===== src/rtl/waveform_capture.sv =====
// waveform_capture: threshold/force-triggered ADC waveform capture with pre-trigger history and pulse height.
// Rev 1.0
`timescale 1ns/1ps
`default_nettype none

module waveform_capture #(
  parameter int NSAMPLES = 32,
  parameter int PRETRIG  = 4,
  parameter int HOLDOFF  = 1024
) (
  input  logic                     clk,
  input  logic                     reset,
  input  logic [13:0]              adc_data,
  input  logic                     sample_en,
  input  logic [13:0]              threshold,
  input  logic                     force_trigger,
  output logic [NSAMPLES*14-1:0]   waveform,
  output logic                     acquire,
  output logic [15:0]              PulseHeight,
  output logic [1:0]               state,
  output logic [15:0]              triggerCount
);

  localparam int IDXW  = $clog2(NSAMPLES + 1);
  localparam int HOLDW = $clog2(HOLDOFF + 1);

  typedef enum logic [1:0] {
    FILL    = 2'd0,
    ARMED   = 2'd1,
    CAPTURE = 2'd2,
    HOLD    = 2'd3
  } state_t;

  state_t           cur_state, nxt_state;
  logic [13:0]      hist [PRETRIG];
  logic [13:0]      wf [NSAMPLES];
  logic [IDXW-1:0]  idx;
  logic [HOLDW-1:0] hold_cnt;
  logic [13:0]      run_max;

  logic             trig;
  logic             last_write;
  logic [13:0]      seed_max;
  logic [13:0]      max_next;
  logic [13:0]      base_next;

  assign trig = sample_en &&
                (force_trigger || ((hist[PRETRIG-1] < threshold) && (adc_data >= threshold)));

  always_comb begin
    seed_max = adc_data;
    for (int i = 0; i < PRETRIG; i++) begin
      if (hist[i] > seed_max) seed_max = hist[i];
    end
  end

  // The final write can be the trigger itself when the pre-trigger window spans all but one slot.
  always_comb begin
    nxt_state  = cur_state;
    last_write = 1'b0;
    case (cur_state)
      FILL: begin
        if (sample_en && idx == IDXW'(PRETRIG - 1)) nxt_state = ARMED;
      end
      ARMED: begin
        if (trig) begin
          if (PRETRIG == NSAMPLES - 1) begin
            nxt_state  = HOLD;
            last_write = 1'b1;
          end else begin
            nxt_state = CAPTURE;
          end
        end
      end
      CAPTURE: begin
        if (sample_en && idx == IDXW'(NSAMPLES - 1)) begin
          nxt_state  = HOLD;
          last_write = 1'b1;
        end
      end
      HOLD: begin
        if (hold_cnt == HOLDW'(HOLDOFF - 1)) nxt_state = ARMED;
      end
      default: nxt_state = FILL;
    endcase
    max_next  = (cur_state == ARMED) ? seed_max :
                ((adc_data > run_max) ? adc_data : run_max);
    base_next = (cur_state == ARMED) ? hist[0] : wf[0];
  end

  always_ff @(posedge clk or posedge reset) begin
    if (reset) begin
      cur_state    <= FILL;
      acquire      <= 1'b1;
      idx          <= '0;
      hold_cnt     <= '0;
      run_max      <= '0;
      PulseHeight  <= '0;
      triggerCount <= '0;
      for (int i = 0; i < PRETRIG; i++)  hist[i] <= '0;
      for (int i = 0; i < NSAMPLES; i++) wf[i]   <= '0;
    end else begin
      cur_state <= nxt_state;
      acquire   <= (nxt_state != HOLD);

      if (sample_en) begin
        for (int i = 0; i < PRETRIG - 1; i++) hist[i] <= hist[i+1];
        hist[PRETRIG-1] <= adc_data;
      end

      case (cur_state)
        FILL: begin
          if (sample_en) idx <= (nxt_state == ARMED) ? '0 : idx + IDXW'(1);
        end
        ARMED: begin
          if (trig) begin
            for (int i = 0; i < PRETRIG; i++) wf[i] <= hist[i];
            wf[PRETRIG] <= adc_data;
            idx         <= IDXW'(PRETRIG + 1);
            run_max     <= seed_max;
          end
        end
        CAPTURE: begin
          if (sample_en) begin
            for (int i = PRETRIG + 1; i < NSAMPLES; i++) begin
              if (idx == IDXW'(i)) wf[i] <= adc_data;
            end
            idx     <= idx + IDXW'(1);
            run_max <= max_next;
          end
        end
        HOLD: hold_cnt <= hold_cnt + HOLDW'(1);
        default: ;
      endcase

      if (last_write) begin
        PulseHeight  <= {2'b00, max_next - base_next};
        triggerCount <= triggerCount + 16'd1;
        hold_cnt     <= '0;
      end
    end
  end

  for (genvar g = 0; g < NSAMPLES; g++) begin : g_wf
    assign waveform[g*14 +: 14] = wf[g];
  end

  assign state = cur_state;

endmodule

`default_nettype wire


===== config.mk =====
export PLATFORM = sky130hd
export DESIGN_NAME = waveform_capture
export DESIGN_NICKNAME = d
export VERILOG_FILES = /design/src/rtl/waveform_capture.sv
export SDC_FILE = /design/constraint.sdc
export NUM_CORES = 1
export LEC_CHECK = 0
export BUFFER_PORTS_ARGS = -buffer_cell sky130_fd_sc_hd__buf_2
export CAP_MARGIN = 0
export CORE_ASPECT_RATIO = 0.75
export CORE_UTILIZATION = 53
export CTS_BUF_LIST = sky130_fd_sc_hd__clkbuf_4
export DETAILED_ROUTE_END_ITERATION = 6
export PLACE_DENSITY = 0.76
export REMOVE_ABC_BUFFERS = 1
export SETUP_SLACK_MARGIN = 0.2
export SLEW_MARGIN = 40
export SYNTH_ARGS = -nofsm -noshare
export SYNTH_HDL_FRONTEND = slang
export SYNTH_SLANG_ARGS = --single-unit

===== constraint.sdc =====
create_clock -name clk -period 32.7 [get_ports clk]
set_clock_uncertainty 0.05 [all_clocks]
set_input_delay 6.54 -clock clk [delete_from_list [all_inputs] [get_ports clk]]
set_output_delay 6.54 -clock clk [all_outputs]
set_load 0.05 [all_outputs]

==> impl_metrics.tcl, run 1 <==
set metrics [dict create \
    run_status "completed" \
    timing.critical_path.from_type "input pin" \
    whs_path_depth 1 \
    p_leak_nw 15.89 \
    cts_hold_buf 0 \
    layout_worst_path_cycle_share_pct 54.24 \
    post-place-ws_ns 14.04 \
    layout-drive-gt1-share_pct 27.61 \
    postCtsSetupBuffers 0 \
    crit-reg2reg-launch "hist[55]" \
    maxSlewHeadroom_pct 40.60 \
    proportion_of_synthesized_flip_flops_having_asynchronous_set_or_reset_pct 100.0 \
    die_x_um 255.7 \
    cell_count_after_synthesis 2604 \
    synth_edf_count 0 \
    worstSetupPathType "input pin to register" \
    min-delay-start "triggerCount[15]" \
    postCtsResizedCells 0 \
    place.detailed.hpwl_mm 58.22 \
    worst_ep_arrival_time_ns 18.39 \
    design.portCount 515 \
    critPathCaptureType "register" \
    ys_dominant_reg_cell "sky130_fd_sc_hd__dfrtp_1" \
    cell_family_with_the_largest_share_of_critical_path_delay "compound AO/OA/AOI/OAI gates" \
    multi_input_comb_area_um2 10370 \
    remaining_drcs 0 \
    mean_area_per_synthesized_cell_um2 9.822 \
    drt_pass1_iterations 6 \
    timing.final.setup_violations 0 \
    die-height_um 192.2 \
    initial_antenna_violation_count 3 \
    fmaxAchievable_ghz 0.05638 \
    fin_worst_hold_slack_ns 0.4219 \
    vias 21802 \
    synthesis.yosys.warnings 0 \
    synthTopCellsByCount "576 x sky130_fd_sc_hd__nand2_1, 567 x sky130_fd_sc_hd__dfrtp_1, 517 x sky130_fd_sc_hd__o21ai_0" \
    critical_path.max_fanout 33 \
    die-area_um2 49150 \
    worst_r2r_path_depth 53 \
    core_area_um2 47480 \
    clock_path_buffers 3 \
    globalplace.congestion 0.9628 \
    hold_path.class "register to register" \
    drt-wirelength-per-cell_um 21.26 \
    path_clk_slew_ns 0.07 \
    finalWorstPathRequiredPeriod_ns 17.74 \
    synth.top_cells.by_area "sky130_fd_sc_hd__dfrtp_1 55%, sky130_fd_sc_hd__o21ai_0 10%, sky130_fd_sc_hd__nand2_1 8.5%" \
    syn-cell-area_um2 25580 \
    worstPathRequired_ns 33.36 \
    buffer_ports.inserted 512 \
    drv.max_cap_violation_count 0 \
    cp_num_cells 55 \
    yosysMostFrequentCell "sky130_fd_sc_hd__nand2_1" \
    area.sequential_um2 14210 \
    number_of_buffer_and_inverter_stages_on_the_critical_path 5 \
    ys_seq_area_share_pct 55.58 \
    power.density_nw_per_um2 96.34 \
    num-fill-cells 4013 \
    clock_insertion_delay_worst_skew_ns 0.87 \
    viasPerCell 5.657 \
    start_util_pct 53.86 \
    nNetsFinal 3261 \
    ff2ff_setup_slack_ns 20.72 \
    worstMarginPinSlew_ns 0.8857 \
    grt_start_max_net_pins 129 \
    fin_ws_ns 14.96 \
    post-synth-top-area-fraction_pct 55.48 \
    drt.antenna.violating_nets 0 \
    crit_path_top_delay_cell "sky130_fd_sc_hd__or4_4" \
    design_power_total_w 0.002929 \
    worst_ir_drop_vdd_mv 0.06206 \
    drt_iter0_markers 2063 \
    critical_path.reg2reg.endpoint "PulseHeight[12]" \
    wl_mm 81.92 \
    setup_total_negative_slack_ns 0 \
    setup_repair_after_global_routing_missed_its_margin "false" \
    synth_largest_area_cell "sky130_fd_sc_hd__dfrtp_1" \
    global_route.overflow_total 0 \
    root_buffer "sky130_fd_sc_hd__clkbuf_4" \
    final-hold-violation-count 0 \
    clock_tree.htree_level_count 4 \
    tritoncts_clock_tree "done" \
    grt_pass1_wl_mm 124.6 \
    first_global_vias 20666 \
    area_growth_pct 18.89 \
    timing.hold.worst_endpoint "triggerCount[15]" \
    cts_buf_count 140 \
    post_synth_num_cell_types 78 \
    worst_path_largest_cell_delay_ns 0.59 \
    clock_sink_count 568 \
    rows 69 \
    ys_seq_elements 568 \
    grt_use_total_pct 33.40 \
    report.final.slew_viol_count 0 \
]
worst register-to-register path, delay by kind of cell (launching register included):
kind / cells / cell delay, ns
buffers and inverters: 3 / 0.24
AND/OR/NAND/NOR: 19 / 3.81
XOR/XNOR: 1 / 0.16
AO/OA/AOI/OAI: 23 / 4.79
flip-flops: 1 / 0.46
adder cells (fa/ha/maj): 7 / 2.34
power by group:
group | total [W] | switching [W] | leakage [nW] | internal [W]
sequential | 0.000943 | 0.000102 | 7.59 | 0.000842
combinational | 0.00140 | 0.000988 | 7.30 | 0.000416
clock | 0.000582 | 0.000290 | 1.01 | 0.000292
total | 0.00293 | 0.00138 | 15.9 | 0.00155
layer usage:
layer / global-route usage [%] / up-vias / part of all wire, %
met5: 0 / - / 0
met4: 14.07 / 0 / 4.1
met3: 8.195 / 197 / 8.0
met2: 51.28 / 976 / 45
met1: 45.55 / 10711 / 43
li1: - / 9918 / -
metrics by stage:
step	util, %	area, um^2	std cells
5_1_grt	64.04	30410	3854
2_1_floorplan	-	24930	2438
6_report	64.04	30410	3854
3_3_place_gp	60.04	28510	3612
4_1_cts	63.87	30330	3850
3_5_place_dp	60.27	28620	3615
cells by family (layout without fill, tap and decap cells):
logic type	count (synthesis)	in the layout	synth area share, %
AOI/OAI and AO/OA	685	685	14.92
xor gates and xnor gates	52	52	1.810
adders and majority gates	112	112	5.484
buffers and inverters	276	884	4.124
DFF	568	568	55.58
muxes	120	120	5.181
other	1	4	0.01466
and+or+nand+nor	790	790	12.89
worst max path at each step:
stage	from	to	slack, ns
2_1_floorplan	reset	PulseHeight[0]	10.22
3_3_place_gp	adc_data[13]	PulseHeight[12]	14.07
3_5_place_dp	adc_data[13]	PulseHeight[12]	14.04
4_1_cts	adc_data[13]	PulseHeight[12]	14.96
5_1_grt	adc_data[11]	PulseHeight[12]	14.05
6_report	adc_data[11]	PulseHeight[12]	14.96
flip-flops by register name, indices dropped and copies added, names as in the netlist:
signal	count
PulseHeight	14
acquire	1
hist	56
hold_cnt	11
idx	6
run_max	14
state	2
triggerCount	16
waveform	448
area by class of cell:
type	instances	area share [%]
Sequential cell	568	46.75
Tap cell	639	2.629
Antenna cell	2	0.01646
Clock inverter	40	0.7983
Multi-Input combinational cell	1761	34.11
Timing Repair Buffer	540	9.493
Clock buffer	195	4.814
Inverter	109	1.387
cell usage in the layout (no fill, tap or decap), types with 4 or more instances in the layout:
cell and instances:
sky130_fd_sc_hd__inv_2 6, sky130_fd_sc_hd__buf_4 18, sky130_fd_sc_hd__and3_1 13, sky130_fd_sc_hd__and4_1 4, sky130_fd_sc_hd__o21ai_0 517, sky130_fd_sc_hd__mux2_4 4, sky130_fd_sc_hd__nor2b_1 15, sky130_fd_sc_hd__nand2_1 558
sky130_fd_sc_hd__buf_2 513, sky130_fd_sc_hd__buf_16 4, sky130_fd_sc_hd__xor2_1 11, sky130_fd_sc_hd__xnor2_1 40, sky130_fd_sc_hd__nand3_1 27, sky130_fd_sc_hd__o21ai_1 4, sky130_fd_sc_hd__or3_1 5, sky130_fd_sc_hd__nor2_1 80
sky130_fd_sc_hd__o211ai_1 10, sky130_fd_sc_hd__a31oi_1 5, sky130_fd_sc_hd__nand4_1 19, sky130_fd_sc_hd__ha_1 107, sky130_fd_sc_hd__and2_1 8, sky130_fd_sc_hd__a21o_1 25, sky130_fd_sc_hd__clkinv_1 25, sky130_fd_sc_hd__nand2_2 18
sky130_fd_sc_hd__inv_1 104, sky130_fd_sc_hd__a21oi_1 64, sky130_fd_sc_hd__a22o_1 4, sky130_fd_sc_hd__mux2i_1 35, sky130_fd_sc_hd__nor3_1 15, sky130_fd_sc_hd__dfrtp_1 567, sky130_fd_sc_hd__nand2b_1 10, sky130_fd_sc_hd__a211oi_1 4
sky130_fd_sc_hd__clkbuf_4 195, sky130_fd_sc_hd__mux2_2 80
Note: power is estimated with default switching activity, not from simulation.
==> inputs of run 2 (changes only) <==
--- a/config.mk
+++ b/config.mk
@@ -8,10 +8,10 @@
 export BUFFER_PORTS_ARGS = -buffer_cell sky130_fd_sc_hd__buf_2
 export CAP_MARGIN = 0
 export CORE_ASPECT_RATIO = 0.75
-export CORE_UTILIZATION = 53
+export CORE_UTILIZATION = 52
 export CTS_BUF_LIST = sky130_fd_sc_hd__clkbuf_4
 export DETAILED_ROUTE_END_ITERATION = 6
-export PLACE_DENSITY = 0.76
+export PLACE_DENSITY = 0.78
 export REMOVE_ABC_BUFFERS = 1
 export SETUP_SLACK_MARGIN = 0.2
 export SLEW_MARGIN = 40
==> constraint.sdc (replaced) <==
create_clock -name clk -period 15.1 [get_ports clk]
set_clock_uncertainty 0.05 [all_clocks]
set_input_delay 3.02 -clock clk [delete_from_list [all_inputs] [get_ports clk]]
set_output_delay 3.02 -clock clk [all_outputs]
set_load 0.05 [all_outputs]
==> impl_metrics.tcl, run 2 (synthesized netlist as in run 1, its figures left out) <==
set metrics [dict create \
    die-area_um2 50080 \
    buffer_ports.inserted 512 \
    first_global_vias 20937 \
    clock_tree.htree_level_count 4 \
    drt.antenna.violating_nets 0 \
    wl_mm 83.46 \
    clock_insertion_delay_worst_skew_ns 0.89 \
    tritoncts_clock_tree "done" \
    clock_sink_count 568 \
    cts_hold_buf 0 \
    worstSetupPathType "input pin to register" \
    timing.critical_path.from_type "input pin" \
    start_util_pct 53.38 \
    critical_path.max_fanout 33 \
    grt_use_total_pct 33.16 \
    final_area_um2 30480 \
    largest_register_ff_count 448 \
    drt-met1-wl_mm 34.92 \
    core_area_um2 47910 \
    rows 69 \
    fin_worst_hold_slack_ns 0.4237 \
    layout_worst_path_cycle_share_pct 90.14 \
    path_clk_slew_ns 0.06 \
    global_route.overflow_total 0 \
    most-common-layout-cells "567 x sky130_fd_sc_hd__dfrtp_1, 556 x sky130_fd_sc_hd__nand2_1, 517 x sky130_fd_sc_hd__o21ai_0" \
    detailed_place.area_um2 28620 \
    critPathCaptureType "register" \
    grt_pass1_wl_mm 125.9 \
    most_frequent_standard_cell_in_the_layout_excluding_fill_and_tap_cells "sky130_fd_sc_hd__dfrtp_1" \
    nNetsFinal 3263 \
    vias 21861 \
    finalWorstPathRequiredPeriod_ns 13.61 \
    root_buffer "sky130_fd_sc_hd__clkbuf_4" \
    die_x_um 258.1 \
    post-route-util_pct 63.61 \
    met3WireLength_mm 7.844 \
    report.final.slew_viol_count 0 \
    remaining_drcs 0 \
    grt_start_max_net_pins 113 \
    drt-wirelength-per-cell_um 21.61 \
    hold_path.class "register to register" \
    place.detailed.hpwl_mm 58.12 \
    cts_buf_count 139 \
    met2_wirelength_mm 37.14 \
    initial_antenna_violation_count 6 \
    worst_ir_drop_vdd_mv 0.1627 \
    power.density_nw_per_um2 210.2 \
    final-hold-violation-count 0 \
    die-height_um 194.1 \
    maxSlewHeadroom_pct 38.69 \
    dr.max_layer_used "met4" \
    fmaxAchievable_ghz 0.07347 \
    globalplace.congestion 0.9275 \
    drt_pass1_iterations 6 \
    worst_ep_arrival_time_ns 14.30 \
    drv.max_cap_violation_count 0 \
    setup_repair_after_global_routing_missed_its_margin "false" \
    postCtsResizedCells 0 \
    worst_path_largest_cell_delay_ns 0.52 \
    drt_iter0_markers 2099 \
    layout-drive-gt1-share_pct 27.96 \
    design.portCount 515 \
    timing.final.setup_violations 0 \
    clock_path_buffers 3 \
    postCtsSetupBuffers 0 \
    fin_ws_ns 1.489 \
    p_leak_nw 15.95 \
    area_growth_pct 19.18 \
    worstPathRequired_ns 15.79 \
    post-place-ws_ns 0.8334 \
    crit_path_top_delay_cell "sky130_fd_sc_hd__o21bai_1" \
    worstMarginPinSlew_ns 0.9196 \
    run_status "completed" \
    viasPerCell 5.661 \
    design_power_total_w 0.006408 \
]
## run 2: cell count changes in the layout (fill, tap and decap cells not counted), moves of 2 or more
cell | previous run | this run
sky130_fd_sc_hd__bufinv_16 | 2 | 4
sky130_fd_sc_hd__buf_16 | 4 | 1
sky130_fd_sc_hd__inv_1 | 104 | 108
sky130_fd_sc_hd__buf_6 | 3 | 5
sky130_fd_sc_hd__nand2_1 | 558 | 556
sky130_fd_sc_hd__inv_2 | 6 | 2
sky130_fd_sc_hd__buf_4 | 18 | 24
sky130_fd_sc_hd__clkinv_1 | 25 | 15
sky130_fd_sc_hd__clkinv_2 | 3 | 1
sky130_fd_sc_hd__diode_2 | 2 | 4
sky130_fd_sc_hd__clkbuf_4 | 195 | 209
sky130_fd_sc_hd__nand2_2 | 18 | 20
## run 2: worst paths after layout
check,from,to,slack (ns),depth (start not counted)
worst max-delay path,adc_data[13],PulseHeight[12],1.49,55
worst min-delay path,waveform[216],waveform[216],0.42,2
worst max register to register,hist[55],PulseHeight[12],3.43,53
worst min register to register,waveform[216],waveform[216],0.42,2
max in group asynchronous,reset,waveform[98],10.68,5
min in group asynchronous,reset,hist[11],2.20,2
## run 2: metrics by stage
step	setup TNS (ns)	instances
final	0	3862
after detailed placement	0	3620
after global routing	0	3861
after CTS	0	3858
after floorplan	-2186.32	2438
after global placement	0	3619
## run 2: cell type report
cell class	instances	area, um^2
fillers	3956	17430
flip-flops and latches	568	14210
multi-input cells	1761	10380
repair buffers	543	2846
clock buffers	209	1569
well taps	639	799.5
inverters	109	416.7
clock inverters	29	247.7
diodes	4	10.01
## run 2: worst max-delay path, delay by kind of cell
| kind | cells | cell delay, ns |
|---|---|---|
| AOI/OAI and AO/OA | 27 | 5.95 |
| buffers and inverters | 6 | 0.74 |
| and+or+nand+nor | 14 | 2.28 |
| xor gates and xnor gates | 1 | 0.16 |
| adders and majority gates | 7 | 2.08 |
## run 2: report_power, final
part	internal [W]	switching, W
combinational	0.000902	0.00213
clock	0.000701	0.000629
sequential	0.00182	0.000224
## run 2: metal layers
layer	up-vias	track usage [%]
met5	-	0
met4	0	13.74
met3	212	9.190
met2	1105	49.96
met1	10618	45.27
li1	9926	-
==> inputs of run 3 (changes only) <==
--- a/config.mk
+++ b/config.mk
@@ -7,11 +7,13 @@
 export LEC_CHECK = 0
 export BUFFER_PORTS_ARGS = -buffer_cell sky130_fd_sc_hd__buf_2
 export CAP_MARGIN = 0
+export CELL_PAD_IN_SITES_DETAIL_PLACEMENT = 0
+export CELL_PAD_IN_SITES_GLOBAL_PLACEMENT = 1
 export CORE_ASPECT_RATIO = 0.75
-export CORE_UTILIZATION = 52
+export CORE_UTILIZATION = 39
 export CTS_BUF_LIST = sky130_fd_sc_hd__clkbuf_4
 export DETAILED_ROUTE_END_ITERATION = 6
-export PLACE_DENSITY = 0.78
+export PLACE_DENSITY = 0.77
 export REMOVE_ABC_BUFFERS = 1
 export SETUP_SLACK_MARGIN = 0.2
 export SLEW_MARGIN = 40
==> impl_metrics.tcl, run 3 (synthesized netlist as in run 1, its figures left out) <==
set metrics [dict create \
    run_status "completed" \
    drt_pass1_iterations 5 \
    postCtsResizedCells 0 \
    timing.critical_path.from_type "input pin" \
    grt_start_max_net_pins 122 \
    maxSlewHeadroom_pct 45.30 \
    most_frequent_standard_cell_in_the_layout_excluding_fill_and_tap_cells "sky130_fd_sc_hd__dfrtp_1" \
    worstPathRequired_ns 15.91 \
    worst_ep_arrival_time_ns 14.21 \
    grt_util_met2_pct 39.20 \
    clock_path_buffers 3 \
    die-height_um 223.8 \
    setup_total_negative_slack_ns 0 \
    grt_pass1_wl_mm 129.0 \
    worst_ir_drop_vdd_mv 0.1440 \
    remaining_drcs 0 \
    global_route.overflow_total 0 \
    drt_iter0_markers 1724 \
    rows 80 \
    postCtsSetupBuffers 0 \
    fmaxAchievable_ghz 0.07463 \
    worst_r2r_path_depth 52 \
    die-area_um2 66620 \
    timing.final.setup_violations 0 \
    most-common-layout-cells "567 x sky130_fd_sc_hd__dfrtp_1, 555 x sky130_fd_sc_hd__nand2_1, 517 x sky130_fd_sc_hd__o21ai_0" \
    path_clk_slew_ns 0.06 \
    worstMarginPinSlew_ns 0.8119 \
    grt_use_total_pct 25.90 \
    worst_path_most_repeated_cell "sky130_fd_sc_hd__ha_1" \
    hold_path.class "register to register" \
    ff2ff_setup_slack_ns 3.31 \
    drt-wirelength-per-cell_um 21.15 \
    worst_path_largest_cell_delay_ns 0.61 \
    root_buffer "sky130_fd_sc_hd__clkbuf_4" \
    worstSetupPathType "input pin to register" \
    crit_path_top_delay_cell "sky130_fd_sc_hd__o21ai_2" \
    met3_usage_pct 6.915 \
    critical_path.max_fanout 30 \
    start_util_pct 39.80 \
    initial_antenna_violation_count 9 \
    layout_worst_path_cycle_share_pct 88.73 \
    nNetsFinal 3281 \
    finalWorstPathRequiredPeriod_ns 13.40 \
    p_leak_nw 16.01 \
    design.portCount 515 \
    first_global_vias 20672 \
    vias 21531 \
    report.final.slew_viol_count 0 \
    clock_sink_count 568 \
    die_x_um 297.7 \
    cts_buf_count 150 \
    setup_repair_after_global_routing_missed_its_margin "false" \
    clock_tree.htree_level_count 4 \
    place.detailed.hpwl_mm 60.85 \
    layout-drive-gt1-share_pct 28.27 \
    wl_mm 86.90 \
    viasPerCell 5.241 \
    global_route.usage.met1_pct 35.43 \
    critPathCaptureType "register" \
    tritoncts_clock_tree "done" \
    power.density_nw_per_um2 208.3 \
    cts_hold_buf 0 \
    globalplace.congestion 0.9190 \
    clock_insertion_delay_worst_skew_ns 1.02 \
    whs_path_depth 1 \
    grt.busiest_layer "met2" \
    drt.antenna.violating_nets 0 \
    drv.max_cap_violation_count 0 \
    fin_worst_hold_slack_ns 0.4219 \
    buffer_ports.inserted 512 \
    largest_register_ff_count 448 \
    area_growth_pct 20.69 \
    core_area_um2 64260 \
    final-hold-violation-count 0 \
]
-- run 3: cell types whose count changed in the layout (fill, tap and decap cells not counted), sizes merged --
cell,previous run,this run
clkinvlp,2,4
inv,113,108
buf,543,550
diode,4,7
clkbuf,209,218
bufinv,4,3
clkinv,19,28
-- run 3: final timing paths --
kind / startpoint / endpoint
worst min-delay path: triggerCount[15] / triggerCount[15]
worst max register to register: hist[53] / PulseHeight[12]
min in group asynchronous: reset / waveform[52]
worst min register to register: triggerCount[15] / triggerCount[15]
max in group asynchronous: reset / waveform[438]
worst max-delay path: adc_data[11] / PulseHeight[12]
-- run 3: routing by layer --
metal | wire length [um] | part of all wire (%)
met1 | 38890 | 45
met3 | 6578 | 7.6
met4 | 2681 | 3.1
met5 | 35 | 0.040
met2 | 38710 | 45
-- run 3: power breakdown --
| group | total, W | switching (W) | internal (W) |
|---|---|---|---|
| Clock | 0.00136 | 0.000649 | 0.000710 |
| Sequential | 0.00204 | 0.000219 | 0.00182 |
| Combinational | 0.00303 | 0.00213 | 0.000902 |
-- run 3: cell type report --
| cell class | count | area, um^2 |
|---|---|---|
| multi-input combinational | 1761 | 10370 |
| antenna | 7 | 17.52 |
| clock buffer | 218 | 1637 |
| inverter | 109 | 421.7 |
| timing repair buffer | 550 | 2895 |
| tap | 861 | 1077 |
| sequential | 568 | 14210 |
| clock inverter | 34 | 235.2 |
| fill | 6276 | 33390 |
-- run 3: stage by stage --
stage	util (%)	setup slack [ns]	total power (W)	std cells	instance area [um^2]
floorplan	-	-3.856	0.004234	2438	24930
global placement	44.94	0.7255	0.005007	3848	28880
detailed placement	45.04	0.5202	0.005070	3849	28940
CTS	47.95	1.641	0.006458	4101	30810
global route	48.02	1.006	0.006812	4105	30860
finish	48.04	1.701	0.006429	4108	30870
-- run 3: worst max-delay path, delay by kind of cell --
kind / cells / cell delay [ns]
AO/OA/AOI/OAI: 24 / 5.34
AND/OR/NAND/NOR: 16 / 3.03
buffers and inverters: 6 / 0.67
XOR/XNOR: 1 / 0.16
adder cells (fa/ha/maj): 7 / 1.96
